===== config.mk =====
export PLATFORM = sky130hd
export DESIGN_NAME = map_row_cache_flat
export DESIGN_NICKNAME = d
export VERILOG_FILES = /design/src/rtl/map_row_cache_pkg.sv /design/src/rtl/map_row_cache_if.sv /design/src/rtl/map_row_cache_row_buffer.sv /design/src/rtl/map_row_cache.sv /design/src/flat_wrapper.sv
export SDC_FILE = /design/constraint.sdc
export NUM_CORES = 1
export LEC_CHECK = 0
export BUFFER_PORTS_ARGS = -buffer_cell sky130_fd_sc_hd__buf_2
export CAP_MARGIN = 20
export CORE_ASPECT_RATIO = 0.75
export CORE_UTILIZATION = 62
export CTS_CLUSTER_DIAMETER = 50
export CTS_CLUSTER_SIZE = 20
export DETAILED_ROUTE_END_ITERATION = 12
export HOLD_SLACK_MARGIN = 0.1
export PLACE_DENSITY = 0.9
export SETUP_SLACK_MARGIN = 0.3
export SLEW_MARGIN = 25
export SYNTH_ARGS = -nofsm -noshare
export SYNTH_HDL_FRONTEND = slang
export SYNTH_SLANG_ARGS = --single-unit
export TNS_END_PERCENT = 20

===== constraint.sdc =====
create_clock -name clk -period 7.55 [get_ports clk]
set_input_delay 1.8875 -clock clk [delete_from_list [all_inputs] [get_ports clk]]
set_output_delay 1.8875 -clock clk [all_outputs]
set_load 0.02 [all_outputs]

===== src/rtl/map_row_cache_pkg.sv =====
// Map geometry shared by map_row_cache and map_overlay, plus the raster-line to map-row helper.
// Everything derives from the three log2 parameters below.
package map_row_cache_pkg;

    localparam int H_VIEW    = 640;
    localparam int V_TOTAL   = 525;
    localparam int MAP_WBITS = 4;
    localparam int MAP_HBITS = 4;
    localparam int MAP_SCALE = 3;

    localparam int MAP_WIDTH          = 1 << MAP_WBITS;
    localparam int MAP_HEIGHT         = 1 << MAP_HBITS;
    // One extra line covers the closing gridline under the last row.
    localparam int MAP_OVERLAY_HEIGHT = (MAP_HEIGHT << MAP_SCALE) + 1;

    typedef logic [MAP_WBITS-1:0] map_col_t;
    typedef logic [MAP_HBITS-1:0] map_row_t;
    typedef logic [1:0]           cell_t;

    // Truncates: the gridline line below the map maps back to row 0.
    function automatic map_row_t row_of_line(input logic [9:0] line);
        return line[MAP_SCALE+MAP_HBITS-1:MAP_SCALE];
    endfunction

endpackage


===== src/rtl/map_row_cache_if.sv =====
// ROM-port and overlay-read signals of the map row cache.
// master = cache side, slave = arbiter/ROM/overlay side.
interface map_row_cache_if;
    import map_row_cache_pkg::*;

    logic     rom_req;
    logic     rom_gnt;
    map_col_t o_rom_col;
    map_row_t o_rom_row;
    cell_t    i_rom_val;
    map_col_t ov_col;
    cell_t    ov_val;
    logic     row_valid;
    logic     fetch_miss;

    modport master (
        output rom_req, o_rom_col, o_rom_row, ov_val, row_valid, fetch_miss,
        input  rom_gnt, i_rom_val, ov_col
    );

    modport slave (
        input  rom_req, o_rom_col, o_rom_row, ov_val, row_valid, fetch_miss,
        output rom_gnt, i_rom_val, ov_col
    );

endinterface


===== src/rtl/map_row_cache_row_buffer.sv =====
// MAP_WIDTH x 2-bit register file: one synchronous write port, one async read port.
// Synchronous clear has priority over the write.
module map_row_buffer
    import map_row_cache_pkg::*;
(
    input  logic     clk,
    input  logic     clr,
    input  logic     we,
    input  map_col_t waddr,
    input  cell_t    wdat,
    input  map_col_t raddr,
    output cell_t    rdat
);

    cell_t mem [MAP_WIDTH];

    always_ff @(posedge clk) begin
        if (clr) begin
            for (int i = 0; i < MAP_WIDTH; i++) begin
                mem[i] <= '0;
            end
        end else if (we) begin
            mem[waddr] <= wdat;
        end
    end

    assign rdat = mem[raddr];

endmodule


===== src/rtl/map_row_cache.sv =====
// Prefetches the next line's map row from the shared ROM during hblank; serves it combinationally.
// Fetch starts at hpos==H_VIEW, one ROM cell per granted cycle, aborted if the line starts first.
module map_row_cache
    import map_row_cache_pkg::*;
(
    input  logic       clk,
    input  logic       reset_n,
    input  logic [9:0] hpos,
    input  logic [9:0] vpos,
    map_row_cache_if.master bus
);

    typedef enum logic [1:0] {
        IDLE     = 2'd0,
        WAIT_GNT = 2'd1,
        FETCH    = 2'd2
    } state_t;

    state_t   state;
    logic     rom_req;
    map_col_t rom_col;
    map_row_t rom_row;
    map_row_t cached_row;
    logic     row_valid;
    logic     fetch_miss;

    logic [9:0] next_line;
    map_row_t   next_row;
    logic       in_overlay;
    logic       trigger;
    logic       abort;
    logic       capture;
    cell_t      buf_rdat;

    assign next_line  = (vpos == 10'(V_TOTAL - 1)) ? 10'd0 : vpos + 10'd1;
    assign next_row   = row_of_line(next_line);
    assign in_overlay = next_line < 10'(MAP_OVERLAY_HEIGHT);
    // Eight raster lines share a map row, so only the first of them actually fetches.
    assign trigger    = (state == IDLE) && (hpos == 10'(H_VIEW)) && in_overlay
                        && !(row_valid && cached_row == next_row);
    assign abort      = (state != IDLE) && (hpos == 10'd0);
    assign capture    = (state == FETCH) && bus.rom_gnt && !abort;

    always_ff @(posedge clk) begin
        if (!reset_n) begin
            state      <= IDLE;
            rom_req    <= 1'b0;
            rom_col    <= '0;
            rom_row    <= '0;
            cached_row <= '0;
            row_valid  <= 1'b0;
            fetch_miss <= 1'b0;
        end else begin
            fetch_miss <= 1'b0;
            case (state)
                IDLE: begin
                    if (trigger) begin
                        state     <= WAIT_GNT;
                        rom_req   <= 1'b1;
                        rom_row   <= next_row;
                        rom_col   <= '0;
                        row_valid <= 1'b0;
                    end
                end
                WAIT_GNT: begin
                    if (abort) begin
                        state      <= IDLE;
                        rom_req    <= 1'b0;
                        fetch_miss <= 1'b1;
                    end else if (bus.rom_gnt) begin
                        state <= FETCH;
                    end
                end
                FETCH: begin
                    // Abort wins even over the final capture: a late row is no use to this line.
                    if (abort) begin
                        state      <= IDLE;
                        rom_req    <= 1'b0;
                        fetch_miss <= 1'b1;
                    end else if (capture) begin
                        rom_col <= rom_col + map_col_t'(1);
                        if (rom_col == map_col_t'(MAP_WIDTH - 1)) begin
                            state      <= IDLE;
                            rom_req    <= 1'b0;
                            row_valid  <= 1'b1;
                            cached_row <= rom_row;
                        end
                    end
                end
                default: begin
                    state   <= IDLE;
                    rom_req <= 1'b0;
                end
            endcase
        end
    end

    map_row_buffer u_row_buffer (
        .clk   (clk),
        .clr   (!reset_n),
        .we    (capture),
        .waddr (rom_col),
        .wdat  (bus.i_rom_val),
        .raddr (bus.ov_col),
        .rdat  (buf_rdat)
    );

    assign bus.rom_req    = rom_req;
    assign bus.o_rom_col  = rom_col;
    assign bus.o_rom_row  = rom_row;
    assign bus.row_valid  = row_valid;
    assign bus.fetch_miss = fetch_miss;
    assign bus.ov_val     = row_valid ? buf_rdat : 2'b00;

endmodule

===== src/flat_wrapper.sv =====
// flat-port wrapper written by rule: the top's interface ports become plain ports
module map_row_cache_flat import map_row_cache_pkg::*;
  (clk, reset_n, hpos, vpos, bus_rom_req, bus_o_rom_col, bus_o_rom_row, bus_ov_val, bus_row_valid, bus_fetch_miss, bus_rom_gnt, bus_i_rom_val, bus_ov_col);
  map_row_cache_if bus_i ();
  input  logic clk;
  input  logic reset_n;
  input  logic [9:0] hpos;
  input  logic [9:0] vpos;
  output wire logic [$bits(bus_i.rom_req)-1:0] bus_rom_req;
  output wire logic [$bits(bus_i.o_rom_col)-1:0] bus_o_rom_col;
  output wire logic [$bits(bus_i.o_rom_row)-1:0] bus_o_rom_row;
  output wire logic [$bits(bus_i.ov_val)-1:0] bus_ov_val;
  output wire logic [$bits(bus_i.row_valid)-1:0] bus_row_valid;
  output wire logic [$bits(bus_i.fetch_miss)-1:0] bus_fetch_miss;
  input wire logic [$bits(bus_i.rom_gnt)-1:0] bus_rom_gnt;
  input wire logic [$bits(bus_i.i_rom_val)-1:0] bus_i_rom_val;
  input wire logic [$bits(bus_i.ov_col)-1:0] bus_ov_col;
  assign bus_rom_req = bus_i.rom_req;
  assign bus_o_rom_col = bus_i.o_rom_col;
  assign bus_o_rom_row = bus_i.o_rom_row;
  assign bus_ov_val = bus_i.ov_val;
  assign bus_row_valid = bus_i.row_valid;
  assign bus_fetch_miss = bus_i.fetch_miss;
  assign bus_i.rom_gnt = bus_rom_gnt;
  assign bus_i.i_rom_val = bus_i_rom_val;
  assign bus_i.ov_col = bus_ov_col;
  map_row_cache u_core (.clk(clk), .reset_n(reset_n), .hpos(hpos), .vpos(vpos), .bus(bus_i));
endmodule

## Word-level counts from Yosys, hierarchy flattened

Memories as Yosys holds them, arrays and structs flattened.
Index checks and enable logic that the tools add are counted.

- Memories kept: 1
- Input port bits: 29
- Output and inout bits: 13
- Logic and storage cells: 80
- Bits in writable memories: 32
- Flip-flop bits (word level): 17

Memories:

| name | depth | width | rd ports | clocked after memory_dff | wr ports | RTL line | RTL |
|---|---|---|---|---|---|---|---|
| u_core.u_row_buffer.mem | 16 | 2 | 1 | 0 | 16 | map_row_cache_row_buffer.sv:15 | `cell_t mem [MAP_WIDTH];` |

- Add/sub/neg operators: 2
- Order comparisons: 1
- Bitwise gates (word level): 1
- Reductions and logical operators: 22
- Eq/ne operators: 14
- Mux-type cells: 32

Operators by type and width:

| operator | number |
|---|---|
| 10-bit equality test (second input constant) | 2 |
| 2-bit two-way mux | 8 |
| 4-bit two-way mux | 4 |
| 4-bit AND reduction | 4 |
| 1-bit two-way mux | 15 |
| 10-bit by 1-bit adder with 10-bit output (second input constant) | 1 |
| 10-bit zero test | 1 |
| 10-bit by 8-bit < comparator with 1-bit output (second input constant) | 1 |
| 10-bit two-way mux | 1 |
| 4-bit one-hot mux with 2 select lines | 1 |
| 1-bit logical AND | 7 |
| 2-bit by 1-bit inequality test with 1-bit output (second input constant) | 3 |
| 3-bit by 2-bit inequality test with 1-bit output (second input constant) | 2 |
| 2-bit one-hot mux with 3 select lines | 1 |
| 5-bit AND reduction | 1 |
| 4-bit by 1-bit adder with 4-bit output (second input constant) | 1 |
| 4-bit equality test | 1 |
| 4-bit equality test (second input constant) | 1 |
| 2-bit inequality test (second input constant) | 2 |
| 2-bit AND reduction | 2 |
| 2-bit nonzero test | 2 |
| 2-bit OR reduction | 2 |
| 3-bit by 1-bit inequality test with 1-bit output (second input constant) | 1 |
| 1-bit one-hot mux with 3 select lines | 1 |
| 6 further kinds | 7 |

## Depth between registers and ports, before layout

Gate-level depths: netlist (run 1).

- Word-level depth: 9
- Depth in mapped cells: 11
- Mapped depth without buffers: 9

## Modules after synthesis

A second synthesis (run 1) with hierarchy kept.

- Cells, all modules: 277
- Area total of the unflattened synthesis: 2940.3 µm²

By module, submodules not included:

| module | cells each | area an instance (µm²) | seq. area each (µm²) | instances |
|---|---|---|---|---|
| map_row_buffer | 128 | 1665.3 | 960.9 | 1 |
| map_row_cache | 149 | 1275.0 | 340.3 | 1 |

## Worst setup path before layout (run 1)

Ideal clock, no wire load.

- Path kind: input-to-output
- Start point: input bus_ov_col[0]
- End point: output bus_ov_val[0]
- Required time: 5.662 ns
- Slack: 2.126 ns
- Path buffers: 1
- Arrival time: 3.537 ns
- Stages on the path: 4
- Path through: clkbuf_1 > mux4_2 > mux4_2 > and2_1

- Cells in the longest elaborated chain, start to end: 2

Ends and longest elaborated chain:

| what | RTL line | RTL |
|---|---|---|
| from (decl) | flat_wrapper.sv:17 | `input wire logic [$bits(bus_i.ov_col)-1:0] bus_ov_col;` |
| memory 16 x 2 bit | - |  |
| 2-bit two-way mux | map_row_cache.sv:113 | `assign bus.ov_val = row_valid ? buf_rdat : 2'b00;` |
| to (decl) | flat_wrapper.sv:12 | `output wire logic [$bits(bus_i.ov_val)-1:0] bus_ov_val;` |

Every way passes these cells.

## Worst setup path after layout (run 1)

- Start point: input bus_ov_col[0]
- End point: output bus_ov_val[1]

The elaborated chain is that of the path after synthesis.

==> impl_summary.log, run 1 <==
INFO  metric layout-drive-gt1-share = 20.7%
INFO  metric critical_path_arrival = 3.46 ns
INFO  metric proportion_of_synthesized_area_in_mux_cells = 10.9%
INFO  metric initial_utilization = 65.0%
INFO  metric top_level_ports = 42
INFO  metric worstPathCellList = buf_2 -> mux4_2 -> mux4_2 -> and2_1 -> buf_2
INFO  metric final.setup_skew = 0.00775 ns
INFO  metric final_setup_fails = 0
INFO  metric number_of_register_bits_inferred_by_synthesis = 49
INFO  metric nFillCells = 323
INFO  metric cts.reportedPaths.clkPinSlew = 0.08 ns
INFO  metric most_frequent_standard_cell_in_the_layout_excluding_fill_and_tap_cells = sky130_fd_sc_hd__buf_2
INFO  metric design.die.area = 0.00496 mm²
INFO  metric power_leakage = 1.24 nW
INFO  metric cts_num_sinks = 49
INFO  metric place.detailed.hpwl = 4680 µm
INFO  metric post_synth_num_cell_types = 52
INFO  metric worst-slew-pin-transition = 0.935 ns
INFO  metric number_of_hold_slack_violations_in_the_final_timing_report = 0
INFO  metric layout.cells.most_common_list = sky130_fd_sc_hd__buf_2, sky130_fd_sc_hd__nor2_1, sky130_fd_sc_hd__edfxtp_1, sky130_fd_sc_hd__nand2_1, sky130_fd_sc_hd__dfxtp_1
INFO  metric detail_route.iter0.violations = 238
INFO  metric antenna_found_initial = 0
INFO  metric cp_num_cells = 5
INFO  metric crit_path_top_delay_cell = sky130_fd_sc_hd__mux4_2
INFO  metric worstSetupPathType = primary input to primary output
INFO  metric ctsHoldBuffers = 0
INFO  metric post_cts_resized = 0
INFO  metric startpoint_type = primary input
INFO  metric synth_simple_gate_area_share = 22.7%
INFO  metric critical_path.top_delay_family = multiplexers
INFO  metric cts_tree = yes
INFO  metric synthesis.instances = 279
INFO  metric synth-xor-area-share = 3.88%
INFO  metric antenna_violating_nets_post_route = 0
INFO  metric final_net_count = 346
INFO  metric row_count = 21
INFO  metric critPathMaxFanout = 8
INFO  metric timing.critical_path.to_type = primary output
INFO  metric dominant_combinational_cell_family_by_area_after_synthesis = simple AND/OR/NAND/NOR gates
INFO  metric h-tree-depth = 2
INFO  metric timing.critical_path.buf_inv = 2
INFO  metric layout_min_cycle_time = 5.35 ns
INFO  metric max-clock-path-buffers = 2
INFO  metric largest_vdd_supply_drop = 0.000100 V
INFO  metric setup_tns = 0 ns
INFO  metric global_route.usage.total = 25.5%
INFO  metric rr_endpoint = u_core.u_row_buffer.mem[9][0]
INFO  metric worst_r2r_startpoint = u_core.state[0]
INFO  metric postCtsSetupBuffers = 0
INFO  metric asyncSetResetFlopFracSynth = 0%
INFO  metric antenna-diode-count = 0
INFO  metric min_path_type = register to register
INFO  metric cp_slowest_stage_delay = 0.55 ns
INFO  metric postSynth.topFlopCell = sky130_fd_sc_hd__edfxtp_1
INFO  metric io_buffers = 41
INFO  metric syn_area = 0.00290 mm²
INFO  metric postSynthNetCount = 317
INFO  metric wire_per_inst = 17.0 µm
INFO  metric drv.max_cap_violation_count = 0
INFO  metric gp_congestion = 0.801
INFO  metric grt_first_pass_wirelength = 9160 µm
INFO  metric final_min_period_over_clock_period = 70.9%
INFO  metric vias_per_cell = 6.25
INFO  metric flow.area_growth_from_synthesis = 9.39%
INFO  metric reg2reg_slack = 4.74 ns
INFO  metric dieHeight = 61.3 µm
INFO  metric p_per_area = 155 mW/mm²
INFO  metric rsz_0062_raised_after_global_routing = false
INFO  metric crit_path_end = bus_ov_val[1]
INFO  metric cts_root_buf = sky130_fd_sc_hd__clkbuf_8
INFO  metric synth_enable_flop_cells = 32
INFO  metric via_count = 2287
INFO  metric grt_pass1_vias = 1932
INFO  metric worstPathRequired = 5.66 ns
INFO  metric route.detailed.drc = 0
INFO  metric grt_start_max_net_pins = 33
INFO  metric syn_area_per_cell = 10.4 µm²
INFO  metric synth.yosys.seq_area_share = 44.8%
INFO  metric critPathLaunch = bus_ov_col[0]
INFO  metric r2r_cells = 7
INFO  metric chipWidth = 81.0 µm
INFO  metric area_fraction_in_compound_gates_after_synthesis = 10.0%
INFO  metric post_synth_fa_ha_maj_area_fraction = 3.88%
INFO  metric status = complete, no violations
INFO  metric final_cell_count_no_fill = 366
INFO  metric slew_viol_final = 0
INFO  metric fmaxAchievable = 187 MHz
INFO  metric post-place-cells = 358
INFO  metric globalRoute.totalOverflow = 0
INFO  metric drt_wl_total = 6210 µm
INFO  metric detail_route.first_pass.iterations = 5
INFO  metric core_area = 0.00447 mm²
INFO  metric clkLatencyLatePin = 0.30 ns
INFO  metric slew-limit-headroom = 37.2%
INFO  metric cts-buffers-inserted = 5
INFO  metric yosys_warnings = 0
[final cells by class]
| cell class | instances | area [µm²] | area share, % |
|---|---|---|---|
| multi-input combinational | 203 | 1490 | 46.9 |
| timing repair buffer | 41 | 205 | 6.46 |
| tap | 57 | 71.3 | 2.24 |
| clock buffer | 7 | 76.3 | 2.40 |
| inverter | 8 | 30.0 | 0.945 |
| clock inverter | 1 | 3.75 | 0.118 |
| sequential | 49 | 1300 | 41.0 |
[stage by stage]
| step | instance area [µm²] | hold slack (ns) | util (%) | setup WS, ns | power, mW |
|---|---|---|---|---|---|
| 2_1_floorplan | 2900 | 0.462 | - | 2.13 | 0.333 |
| 3_3_place_gp | 3100 | 0.466 | 69.3 | 2.25 | 0.348 |
| 6_report | 3180 | 0.482 | 71.1 | 2.20 | 0.493 |
| 5_1_grt | 3180 | 0.509 | 71.1 | 2.13 | 0.506 |
| 4_1_cts | 3180 | 0.484 | 71.1 | 2.18 | 0.492 |
| 3_5_place_dp | 3100 | 0.472 | 69.3 | 2.18 | 0.351 |
[registers in the layout, summed over array words and instances (netlist names)]
name and flops:
u_core.bus.fetch_miss 1, u_core.bus.o_rom_col 4, u_core.state 2, u_core.bus.row_valid 1, u_core.u_row_buffer.mem 32, u_core.cached_row 4, u_core.bus.rom_req 1, u_core.bus.o_rom_row 4
[Yosys cell counts, types with 4 or more instances]
cell	n	share of area, %
sky130_fd_sc_hd__nor4_1	4	0.86
sky130_fd_sc_hd__and3_1	12	2.6
sky130_fd_sc_hd__nand2_1	25	3.2
sky130_fd_sc_hd__nor2_1	38	4.9
sky130_fd_sc_hd__dfxtp_1	17	12
sky130_fd_sc_hd__mux4_2	10	7.8
sky130_fd_sc_hd__a21oi_1	8	1.4
sky130_fd_sc_hd__nor3_1	4	0.69
sky130_fd_sc_hd__and2_1	4	0.86
sky130_fd_sc_hd__nand4_1	5	1.1
sky130_fd_sc_hd__clkbuf_1	14	1.8
sky130_fd_sc_hd__nand2b_1	5	1.1
sky130_fd_sc_hd__ha_1	9	3.9
sky130_fd_sc_hd__mux2i_1	9	3.1
sky130_fd_sc_hd__inv_1	7	0.90
sky130_fd_sc_hd__o21ai_0	14	2.4
sky130_fd_sc_hd__nand3_1	11	1.9
sky130_fd_sc_hd__edfxtp_1	32	33
[cells by family (layout without fill, tap and decap cells)]
logic type / Yosys count / in the layout
AOI/OAI and AO/OA: 40 / 40
xor gates and xnor gates: 8 / 8
adders and majority gates: 9 / 9
buffers and inverters: 27 / 57
DFF: 49 / 49
muxes: 19 / 19
and+or+nand+nor: 127 / 127
[worst reg2reg max path: stages (launching register included)]
cell and delay, ns:
sky130_fd_sc_hd__dfxtp_1 0.32, sky130_fd_sc_hd__inv_1 0.09, sky130_fd_sc_hd__ha_1 0.40, sky130_fd_sc_hd__nor3_1 0.10, sky130_fd_sc_hd__and3_1 0.26, sky130_fd_sc_hd__nor2_1 0.38, sky130_fd_sc_hd__nand3_1 0.44, sky130_fd_sc_hd__o21ai_0 0.48
[where the power goes]
group	total [mW]	internal [mW]	switching [mW]
combinational	0.0489	0.0227	0.0263
clock	0.147	0.0646	0.0827
sequential	0.297	0.293	0.00403
[worst min-delay path by stage]
stage | startpoint | end | slack, ns | cells past startpoint
after global routing | u_core.bus.o_rom_row[0] | u_core.bus.o_rom_row[0] | 0.51 | 2
final | u_core.bus.o_rom_row[0] | u_core.bus.o_rom_row[0] | 0.48 | 2
after detailed placement | u_core.bus.o_rom_row[0] | u_core.bus.o_rom_row[0] | 0.47 | 2
after floorplan | u_core.cached_row[2] | u_core.cached_row[2] | 0.46 | 2
after global placement | u_core.bus.o_rom_row[1] | u_core.bus.o_rom_row[1] | 0.47 | 2
after CTS | u_core.bus.o_rom_row[0] | u_core.bus.o_rom_row[0] | 0.48 | 2
[per-layer routing]
layer  global-route usage, %  vias to the layer above  share of wire (%)
met2                    35.8                      128                 43
met1                    37.8                     1068                 45
met5                       0                        -                  0
li1                        -                     1080                  -
met3                    6.37                       11                 11
met4                    10.2                        0                1.6
Note: power is estimated with default switching activity, not from simulation.
==> inputs of run 2 (changes only) <==
--- a/config.mk
+++ b/config.mk
@@ -8,12 +8,12 @@
 export BUFFER_PORTS_ARGS = -buffer_cell sky130_fd_sc_hd__buf_2
 export CAP_MARGIN = 20
 export CORE_ASPECT_RATIO = 0.75
-export CORE_UTILIZATION = 62
+export CORE_UTILIZATION = 52
 export CTS_CLUSTER_DIAMETER = 50
 export CTS_CLUSTER_SIZE = 20
 export DETAILED_ROUTE_END_ITERATION = 12
 export HOLD_SLACK_MARGIN = 0.1
-export PLACE_DENSITY = 0.9
+export PLACE_DENSITY = 0.8
 export SETUP_SLACK_MARGIN = 0.3
 export SLEW_MARGIN = 25
 export SYNTH_ARGS = -nofsm -noshare
==> constraint.sdc (replaced) <==
create_clock -name clk -period 4.7 [get_ports clk]
set_input_delay 1.175 -clock clk [delete_from_list [all_inputs] [get_ports clk]]
set_output_delay 1.175 -clock clk [all_outputs]
set_load 0.02 [all_outputs]
==> run 2 against run 1 <==
Net effect: clock-buffer cell count shrank 1; clock power grew 130%; non-clock buffer count is the same; cell count grew 4.9%; setup slack lost 1.4 ns; utilization shrank 10 points; first-iteration DRC count grew 52%.
==> impl_summary.log, run 2 (synthesis gave the netlist of run 1 again) <==
INFO  metric status = complete, no violations
INFO  metric globalRoute.totalOverflow = 0
INFO  metric row_count = 23
INFO  metric drv.max_cap_violation_count = 0
INFO  metric post-place-cells = 376
INFO  metric postCtsSetupBuffers = 0
INFO  metric rsz_0062_raised_after_global_routing = false
INFO  metric antenna_violating_nets_post_route = 0
INFO  metric most_frequent_standard_cell_in_the_layout_excluding_fill_and_tap_cells = sky130_fd_sc_hd__buf_2
INFO  metric detailed_place.area = 0.00312 mm²
INFO  metric via_count = 2278
INFO  metric final_cell_count_no_fill = 384
INFO  metric route.met3.wl = 643 µm
INFO  metric pre_cts_ws = 0.784 ns
INFO  metric final_setup_fails = 0
INFO  metric slew-limit-headroom = 40.9%
INFO  metric setup_ws = 0.794 ns
INFO  metric final_util = 60.7%
INFO  metric startpoint_type = primary input
INFO  metric timing.critical_path.buf_inv = 2
INFO  metric route.layer.met1.wl = 2920 µm
INFO  metric cts_num_sinks = 49
INFO  metric post-route-cell-area = 0.00325 mm²
INFO  metric number_of_hold_slack_violations_in_the_final_timing_report = 0
INFO  metric wire_per_inst = 16.6 µm
INFO  metric top_register = u_core.u_row_buffer.mem
INFO  metric setup_tns = 0 ns
INFO  metric largest_register_ff_count = 32
INFO  metric design_power_total = 0.887 mW
INFO  metric detail_route.iter0.violations = 361
INFO  metric chipWidth = 88.3 µm
INFO  metric top_level_ports = 42
INFO  metric vias_per_cell = 5.93
INFO  metric dieHeight = 66.7 µm
INFO  metric worstSetupPathType = primary input to primary output
INFO  metric grt_first_pass_wirelength = 10200 µm
INFO  metric grt_pass1_vias = 2008
INFO  metric place.detailed.hpwl = 4740 µm
INFO  metric flow.area_growth_from_synthesis = 11.8%
INFO  metric layout_min_cycle_time = 3.91 ns
INFO  metric critical_path.top_delay_family = multiplexers
INFO  metric worstPathRequired = 3.52 ns
INFO  metric final_net_count = 346
INFO  metric grt_start_max_net_pins = 33
INFO  metric slew_viol_final = 0
INFO  metric final_min_period_over_clock_period = 83.1%
INFO  metric largest_vdd_supply_drop = 0.000137 V
INFO  metric global_route.usage.total = 23.9%
INFO  metric clkLatencyLatePin = 0.31 ns
INFO  metric cts.reportedPaths.clkPinSlew = 0.09 ns
INFO  metric io_buffers = 41
INFO  metric fmaxAchievable = 256 MHz
INFO  metric p_per_area = 273 mW/mm²
INFO  metric cp_slowest_stage_delay = 0.55 ns
INFO  metric core_area = 0.00535 mm²
INFO  metric crit_path_top_delay_cell = sky130_fd_sc_hd__mux4_2
INFO  metric antenna_found_initial = 0
INFO  metric cts_tree = yes
INFO  metric final.setup_skew = 0.00542 ns
INFO  metric gp_congestion = 0.832
INFO  metric cts-buffers-inserted = 5
INFO  metric ctsHoldBuffers = 0
INFO  metric cts_root_buf = sky130_fd_sc_hd__clkbuf_8
INFO  metric critPathMaxFanout = 8
INFO  metric hold_ws = 0.488 ns
INFO  metric max-clock-path-buffers = 2
INFO  metric layout.cells.most_common_list = sky130_fd_sc_hd__buf_2, sky130_fd_sc_hd__nor2_1, sky130_fd_sc_hd__edfxtp_1, sky130_fd_sc_hd__nand2_1, sky130_fd_sc_hd__dfxtp_1
INFO  metric layout-drive-gt1-share = 21.7%
INFO  metric met2RoutedLength = 2780 µm
INFO  metric drt_wl_total = 6380 µm
INFO  metric power_leakage = 1.27 nW
INFO  metric route.detailed.drc = 0
INFO  metric h-tree-depth = 2
INFO  metric critical_path_arrival = 2.73 ns
INFO  metric design.die.area = 0.00589 mm²
INFO  metric post_cts_resized = 0
INFO  metric detail_route.first_pass.iterations = 5
INFO  metric worstPathCellList = buf_2 -> mux4_2 -> mux4_2 -> and2_1 -> buf_2
INFO  metric timing.critical_path.to_type = primary output
INFO  metric antenna-diode-count = 0
INFO  metric maxUsedRoutingLayer = met4
INFO  metric min_path_type = register to register
INFO  metric worst-slew-pin-transition = 0.879 ns
INFO  metric initial_utilization = 54.3%
run 2: cell types whose count changed in the layout (fill, tap and decap cells not counted):
| cell | delta |
|---|---|
| sky130_fd_sc_hd__clkinv_1 | -1 |
| sky130_fd_sc_hd__clkbuf_1 | -2 |
| sky130_fd_sc_hd__clkinv_2 | +1 |
| sky130_fd_sc_hd__clkbuf_16 | +1 |
| sky130_fd_sc_hd__bufinv_16 | +1 |
run 2: power by group:
part / internal [mW] / switching, mW / leakage [nW]
registers: 0.470 / 0.00720 / 0.447
clock network: 0.190 / 0.142 / 0.0663
logic: 0.0363 / 0.0419 / 0.755
total: 0.696 / 0.191 / 1.27
run 2: worst min-delay path, cell delays in order (launching register included):
cell and delay (ns):
sky130_fd_sc_hd__dfxtp_1 0.34, sky130_fd_sc_hd__nand2_1 0.06, sky130_fd_sc_hd__a21oi_1 0.05
run 2: area by class of cell:
| cell class | count | area [µm²] |
|---|---|---|
| fillers | 456 | 2100 |
| multi-input cells | 203 | 1490 |
| flip-flops and latches | 49 | 1300 |
| repair buffers | 41 | 205 |
| clock buffers | 6 | 93.8 |
| well taps | 75 | 93.8 |
| clock inverters | 2 | 35.0 |
| inverters | 8 | 30.0 |
run 2: path summary, 6_finish.rpt:
path,startpoint,to,slack (ns),cells after the start
setup / recovery,bus_ov_col[0],bus_ov_val[1],0.79,5
hold / removal,u_core.bus.o_rom_row[0],u_core.bus.o_rom_row[0],0.49,2
setup reg to reg,u_core.state[0],u_core.u_row_buffer.mem[1][0],1.83,7
hold reg to reg,u_core.bus.o_rom_row[0],u_core.bus.o_rom_row[0],0.49,2
run 2: per-layer routing:
layer | GRT usage [%] | vias to the layer above
li1 | - | 1086
met1 | 35.8 | 1058
met2 | 33.4 | 128
met3 | 8.05 | 6
met4 | 4.84 | 0
met5 | 0 | -
